File: config.mk
export PLATFORM = sky130hd
export DESIGN_NAME = color_sensor_emu
export DESIGN_NICKNAME = d
export VERILOG_FILES = /design/src/rtl/color_pkg.sv /design/src/rtl/sync2.sv /design/src/rtl/color_sensor_emu.sv
export SDC_FILE = /design/constraint.sdc
export NUM_CORES = 1
export LEC_CHECK = 0
export ABC_AREA = 0
export CAP_MARGIN = 0
export CORE_ASPECT_RATIO = 0.9
export CORE_UTILIZATION = 40
export CTS_CLUSTER_DIAMETER = 40
export DETAILED_ROUTE_END_ITERATION = 8
export PLACE_DENSITY_LB_ADDON = 0.2
export SETUP_SLACK_MARGIN = 0.1
export SYNTH_ARGS = -nofsm -noshare
export SYNTH_HDL_FRONTEND = slang
export SYNTH_SLANG_ARGS = --single-unit
File: constraint.sdc
create_clock -name clk -period 6.02 [get_ports clk]
set_input_delay 0.602 -clock clk [delete_from_list [all_inputs] [get_ports clk]]
set_output_delay 0.602 -clock clk [all_outputs]
set_load 0.01 [all_outputs]
File: src/rtl/color_pkg.sv
// Shared definitions for the colour sensor emulator and the colour classifier.
//   Filter codes match the s2/s3 pin encoding of a TCS3200-style sensor.
//   Scale codes match the s0/s1 pin encoding; scale_factor() turns a scale code
//   into the half-period multiplier (a lower output frequency means a longer half-period).
package color_pkg;

   localparam logic [1:0] FLT_RED   = 2'b00;
   localparam logic [1:0] FLT_BLUE  = 2'b01;
   localparam logic [1:0] FLT_CLEAR = 2'b10;
   localparam logic [1:0] FLT_GREEN = 2'b11;

   localparam logic [1:0] SCL_OFF  = 2'b00;  // power-down
   localparam logic [1:0] SCL_2PC  = 2'b01;  // 2% output frequency
   localparam logic [1:0] SCL_20PC = 2'b10;  // 20% output frequency
   localparam logic [1:0] SCL_FULL = 2'b11;  // 100% output frequency

   typedef enum logic [1:0] {
      StOff,
      StLoad,
      StRun
   } gen_state_e;

   function automatic logic [5:0] scale_factor(input logic [1:0] scl);
      logic [5:0] f;
      case (scl)
         SCL_2PC:  f = 6'd50;
         SCL_20PC: f = 6'd5;
         SCL_FULL: f = 6'd1;
         default:  f = 6'd0;
      endcase
      return f;
   endfunction

endpackage

File: src/rtl/sync2.sv
// Two-flop synchronizer for a single asynchronous level input.
//   clk : destination clock
//   rst : asynchronous active-low reset, clears both flops
//   d   : asynchronous input
//   q   : synchronized output, two clk edges after first sampling
module sync2 (
   input  logic clk,
   input  logic rst,
   input  logic d,
   output logic q
);

   logic meta_q;
   logic sync_q;

   always_ff @(posedge clk or negedge rst) begin
      if (!rst) begin
         meta_q <= 1'b0;
         sync_q <= 1'b0;
      end else begin
         meta_q <= d;
         sync_q <= meta_q;
      end
   end

   assign q = sync_q;

endmodule

File: src/rtl/color_sensor_emu.sv
// TCS3200-style colour sensor emulator: drives a square wave whose half-period is
// hp[filter] * scale_factor clk cycles, with per-filter half-periods programmable at runtime.
//   clk       : system clock
//   rst       : asynchronous active-low reset
//   s0, s1    : scaling select pins (async)
//   s2, s3    : filter select pins (async)
//   cfg_wr    : one-cycle write strobe for hp[cfg_sel] <= cfg_hp
//   cfg_sel   : filter code being written
//   cfg_hp    : half-period value being written
//   signal    : emulated sensor frequency output
//   active_ch : synchronized filter code
//   busy      : high while a tone is being generated
module color_sensor_emu
   import color_pkg::*;
#(
   parameter int unsigned HPW      = 20,
   parameter int unsigned RED_HP   = 5000,
   parameter int unsigned BLUE_HP  = 8000,
   parameter int unsigned GREEN_HP = 10000,
   parameter int unsigned CLEAR_HP = 2500
) (
   input  logic           clk,
   input  logic           rst,
   input  logic           s2,
   input  logic           s3,
   input  logic           s0,
   input  logic           s1,
   input  logic           cfg_wr,
   input  logic [1:0]     cfg_sel,
   input  logic [HPW-1:0] cfg_hp,
   output logic           signal,
   output logic [1:0]     active_ch,
   output logic           busy
);

   localparam int unsigned EffW = HPW + 6;

   logic s0_sync, s1_sync, s2_sync, s3_sync;

   sync2 u_sync_s0 (.clk(clk), .rst(rst), .d(s0), .q(s0_sync));
   sync2 u_sync_s1 (.clk(clk), .rst(rst), .d(s1), .q(s1_sync));
   sync2 u_sync_s2 (.clk(clk), .rst(rst), .d(s2), .q(s2_sync));
   sync2 u_sync_s3 (.clk(clk), .rst(rst), .d(s3), .q(s3_sync));

   logic [1:0] scale;
   assign active_ch = {s2_sync, s3_sync};
   assign scale     = {s0_sync, s1_sync};

   // Per-filter half-period registers, indexed by filter code.
   logic [HPW-1:0] hp_q [4];

   always_ff @(posedge clk or negedge rst) begin
      if (!rst) begin
         hp_q[FLT_RED]   <= HPW'(RED_HP);
         hp_q[FLT_BLUE]  <= HPW'(BLUE_HP);
         hp_q[FLT_CLEAR] <= HPW'(CLEAR_HP);
         hp_q[FLT_GREEN] <= HPW'(GREEN_HP);
      end else if (cfg_wr) begin
         hp_q[cfg_sel] <= cfg_hp;
      end
   end

   logic [HPW-1:0]  hp_sel;
   logic [EffW-1:0] eff_hp;
   logic            off_cond;
   logic [1:0]      sel_prev_q, scl_prev_q;
   logic            change;

   assign hp_sel   = hp_q[active_ch];
   assign eff_hp   = EffW'(hp_sel) * EffW'(scale_factor(scale));
   assign off_cond = (scale == SCL_OFF) || (hp_sel == '0);
   assign change   = (active_ch != sel_prev_q) || (scale != scl_prev_q);

   gen_state_e      state_q, state_d;
   logic            sig_q, sig_d;
   logic [EffW-1:0] cnt_q, cnt_d;
   logic [EffW-1:0] eff_q, eff_d;

   always_ff @(posedge clk or negedge rst) begin
      if (!rst) begin
         state_q    <= StOff;
         sig_q      <= 1'b0;
         cnt_q      <= '0;
         eff_q      <= '0;
         sel_prev_q <= 2'b00;
         scl_prev_q <= 2'b00;
      end else begin
         state_q    <= state_d;
         sig_q      <= sig_d;
         cnt_q      <= cnt_d;
         eff_q      <= eff_d;
         sel_prev_q <= active_ch;
         scl_prev_q <= scale;
      end
   end

   always_comb begin
      state_d = state_q;
      sig_d   = sig_q;
      cnt_d   = cnt_q;
      eff_d   = eff_q;
      case (state_q)
         StOff: begin
            sig_d = 1'b0;
            cnt_d = '0;
            if (!off_cond) state_d = StLoad;
         end
         StLoad: begin
            if (off_cond) begin
               state_d = StOff;
               sig_d   = 1'b0;
            end else begin
               eff_d   = eff_hp;
               cnt_d   = '0;
               state_d = StRun;
            end
         end
         StRun: begin
            if (change) begin
               // New filter/scale: restart the count, holding the output level.
               if (off_cond) begin
                  state_d = StOff;
                  sig_d   = 1'b0;
                  cnt_d   = '0;
               end else begin
                  state_d = StLoad;
               end
            end else if (cnt_q == eff_q - EffW'(1)) begin
               // Half-period boundary: pick up any hp write made during this half-period.
               cnt_d = '0;
               eff_d = eff_hp;
               if (off_cond) begin
                  state_d = StOff;
                  sig_d   = 1'b0;
               end else begin
                  sig_d = ~sig_q;
               end
            end else begin
               cnt_d = cnt_q + EffW'(1);
            end
         end
         default: begin
            state_d = StOff;
            sig_d   = 1'b0;
         end
      endcase
   end

   assign signal = sig_q;
   assign busy   = (state_q != StOff);

endmodule

==> impl_metrics.json <==
{
  "rsz0062_at_grt": "no",
  "maxCapViolCount": 0,
  "netlist_top_cells_area": "dfrtp_1 (30%), mux2_2 (9.2%), fa_1 (8.2%), ha_1 (7.0%), dfstp_2 (5.2%)",
  "via_per_inst": 5.15,
  "final_net_count": 1169,
  "cts_setup_buffers": 0,
  "slew_violations": 0,
  "htreeDepth": 4,
  "port_buffers": 32,
  "max_freq_mhz": 186,
  "tightest_slew_ps": 882,
  "avgSynthCellArea_um2": 10.4,
  "ys_seq_elements": 147,
  "required_ps": 6390,
  "synthCells": 1013,
  "hold_violations": 0,
  "die_width_um": 173,
  "grt_pass1_wl_um": 37900,
  "cts_sinks": 147,
  "slowest_delay_ps": 610,
  "initial_utilization_pct": 40.6,
  "switching_share_pct": 37.6,
  "fin_crit_ps": 5380,
  "path_max_fanout": 10,
  "wirelength_um": 21700,
  "clock_latency_ps": 430,
  "antenna_found_initial": 0,
  "cp-end-kind": "flop",
  "mostFrequentLayoutCells": "dfrtp_1 (125), inv_1 (115), mux2_2 (86), nor2_1 (65), ha_1 (59)",
  "p_per_area_nw_per_um2": 357,
  "skew_ps": 14.5,
  "wl_met2_um": 9890,
  "dr_wl_met3_um": 573,
  "die_y_um": 156,
  "row_count": 56,
  "ir_worst_vdd_mv": 0.205,
  "track_usage_pct": 17.4,
  "fin_util_pct": 45.7,
  "cts_tree": "done",
  "setup_tns_ps": 0,
  "ys_types": 63,
  "grt_max_degree": 84,
  "core_um2": 26000,
  "async_reset_ff_share_pct": 100,
  "io_pins": 33,
  "period_share_pct": 89.4,
  "cts_buffers": 17,
  "drc": 0,
  "area_growth_pct": 12.4,
  "synth_top_cell_area_share_pct": 29.9,
  "wl_met1_um": 11000,
  "synth_edf_count": 0,
  "cp-start-kind": "flop",
  "path_clk_slew_ps": 70,
  "crit_path_frequent_cell": "fa_1",
  "firstDrtPassIters": 4,
  "first_iter_violations": 299,
  "p_sw_mw": 1.59,
  "p_comb_share_pct": 41.3,
  "worstHoldPathType": "in2async",
  "critical_path_class": "reg2reg",
  "leakage_nw": 5.30,
  "globalplace.congestion": 0.833,
  "yosysTopAreaCell": "dfrtp_1",
  "ctsHoldBuffers": 0,
  "ys_dominant_reg_cell": "dfrtp_1",
  "place_hpwl_um": 16300,
  "clkPwrFrac_pct": 26.0,
  "synth_seq_area_share_pct": 35.1,
  "routed-via-count": 7209,
  "crit_path_top_delay_cell": "or4b_2",
  "clock_path_buffers": 2,
  "cp_data_arrival_time_ps": 5750,
  "drive_above_1_share_pct": 18.0,
  "finalSetupViolCount": 0,
  "fillers": 2446,
  "wl_per_cell_um": 15.5,
  "grt-ovfl-total": 0,
  "power.internal_mw": 2.64,
  "topRoutingLayerUsed": "met4",
  "antenna_cells": 0,
  "synth_area_um2": 10600,
  "path_cells": "buf_4 -> mux4_2 -> and2_1 -> fa_1 -> fa_1 -> inv_1 -> fa_1 -> inv_1 -> ha_1 -> a21oi_1 -> o21ai_0 -> nand2_1 -> o2111ai_1 -> o211a_1 -> a211o_1 -> or4b_2 -> nand3_1 -> mux2_1",
  "fp.dieArea_um2": 27100,
  "max-slew-margin-rel_pct": 41.1,
  "postRouteAntennaNets": 0,
  "grt_pass1_vias": 7432,
  "outcome": "completed",
  "synth_nets": 1144,
  "seq_power_share_pct": 32.8,
  "ys_warn_count": 0,
  "cts-root-buf": "clkbuf_16",
  "final_common_cell": "dfrtp_1"
}
-- cells in the mapped netlist, types with 3 or more instances --
library cell / number
nand2_1: 55
inv_1: 115
dfrtp_1: 126
nor4_1: 13
mux4_2: 20
nand3_1: 26
mux2i_1: 8
fa_1: 43
nand4_1: 14
a21o_1: 9
or4_1: 5
mux2_1: 17
o21a_1: 10
or3_1: 5
nand2b_1: 5
nor3_1: 19
nor3b_1: 4
and3_1: 14
xor2_1: 33
mux2_2: 86
clkbuf_1: 31
o22ai_1: 6
dfstp_2: 21
and2_1: 29
a31oi_1: 6
a211oi_1: 5
xnor2_1: 51
and4_1: 5
ha_1: 59
nand3b_1: 4
nor4b_1: 3
buf_2: 6
o21ai_0: 29
nor2b_1: 5
a21oi_1: 23
nor2_1: 65
-- area by class of cell --
type,instances,area [µm²],share of cell area (%)
multi-input cells,709,6240,52.6
repair buffers,48,442,3.72
clock buffers,19,443,3.73
clock inverters,13,170,1.43
inverters,115,432,3.64
well taps,348,435,3.67
flip-flops and latches,147,3710,31.2
-- sequential cells by signal (all words and copies together), names as in the netlist --
| name | count |
|---|---|
| u_sync_s0.q | 1 |
| u_sync_s1.q | 1 |
| u_sync_s2.q | 1 |
| scl_prev_q | 2 |
| cnt_q | 26 |
| u_sync_s0.meta_q | 1 |
| hp_q | 80 |
| eff_q | 26 |
| signal | 1 |
| state_q | 2 |
| sel_prev_q | 2 |
| u_sync_s3.meta_q | 1 |
| u_sync_s2.meta_q | 1 |
| u_sync_s3.q | 1 |
| u_sync_s1.meta_q | 1 |
-- repair_timing --
item	in CTS	in global routing
gates resized for setup	0	1
endpoints found under the hold margin	0	0
endpoints found under the setup margin	0	1
-- power groups by stage --
stage               combinational, mW  clock [mW]  sequential, mW
global route                     1.99        1.17            1.42
floorplan                        1.43           0            1.33
CTS                              1.77        1.13            1.39
finish                           1.75        1.10            1.39
global placement                 1.73           0            1.40
detailed placement               1.76           0            1.41
-- metal layers --
| metal | track usage [%] | up-vias |
|---|---|---|
| met3 | 3.31 | 24 |
| met4 | 4.13 | 0 |
| met1 | 24.1 | 3566 |
| met5 | 0 | - |
| met2 | 28.1 | 87 |
| li1 | - | 3532 |
-- worst max-delay path, delay by kind of cell, from the launching register on --
kind	cells	cell delay [ps]
AO/OA/AOI/OAI	5	920
AND/OR/NAND/NOR	4	1030
buffers and inverters	3	310
flip-flops	1	550
multiplexers	2	670
adder cells (fa/ha/maj)	4	1820
-- kinds of logic (layout without fill, tap and decap cells) --
group,count (synthesis),after routing,share of synthesized area (%)
xor+xnor,84,84,6.97
fa+ha+maj,102,102,15.1
simple gates,280,280,13.8
flops,147,147,35.1
buf+inv,157,195,5.86
mux,131,131,16.0
compound gates,112,112,7.16
-- path summary, 6_finish.rpt --
path	depth (start not counted)	slack (ps)	start	endpoint
worst min register to register	0	350	u_sync_s1.meta_q	u_sync_s1.q
worst max-delay path	18	640	u_sync_s3.q	eff_q[24]
max in group asynchronous	2	4420	rst	hp_q[47]
min in group clk	0	350	u_sync_s1.meta_q	u_sync_s1.q
worst max register to register	18	640	u_sync_s3.q	eff_q[24]
worst min-delay path	1	200	rst	hp_q[73]
-- metrics by stage --
step | hold slack [ps] | total power [mW] | std cells | setup slack, ps | area [µm²]
3_5_place_dp | 341 | 3.16 | 1367 | 457 | 11300
5_1_grt | 268 | 4.59 | 1399 | 266 | 11900
6_report | 200 | 4.23 | 1399 | 636 | 11900
3_3_place_gp | 333 | 3.13 | 1367 | 500 | 11300
2_1_floorplan | 306 | 2.75 | 1013 | 613 | 10600
4_1_cts | 250 | 4.29 | 1399 | 402 | 11900
Note: power is estimated with default switching activity, not from simulation.
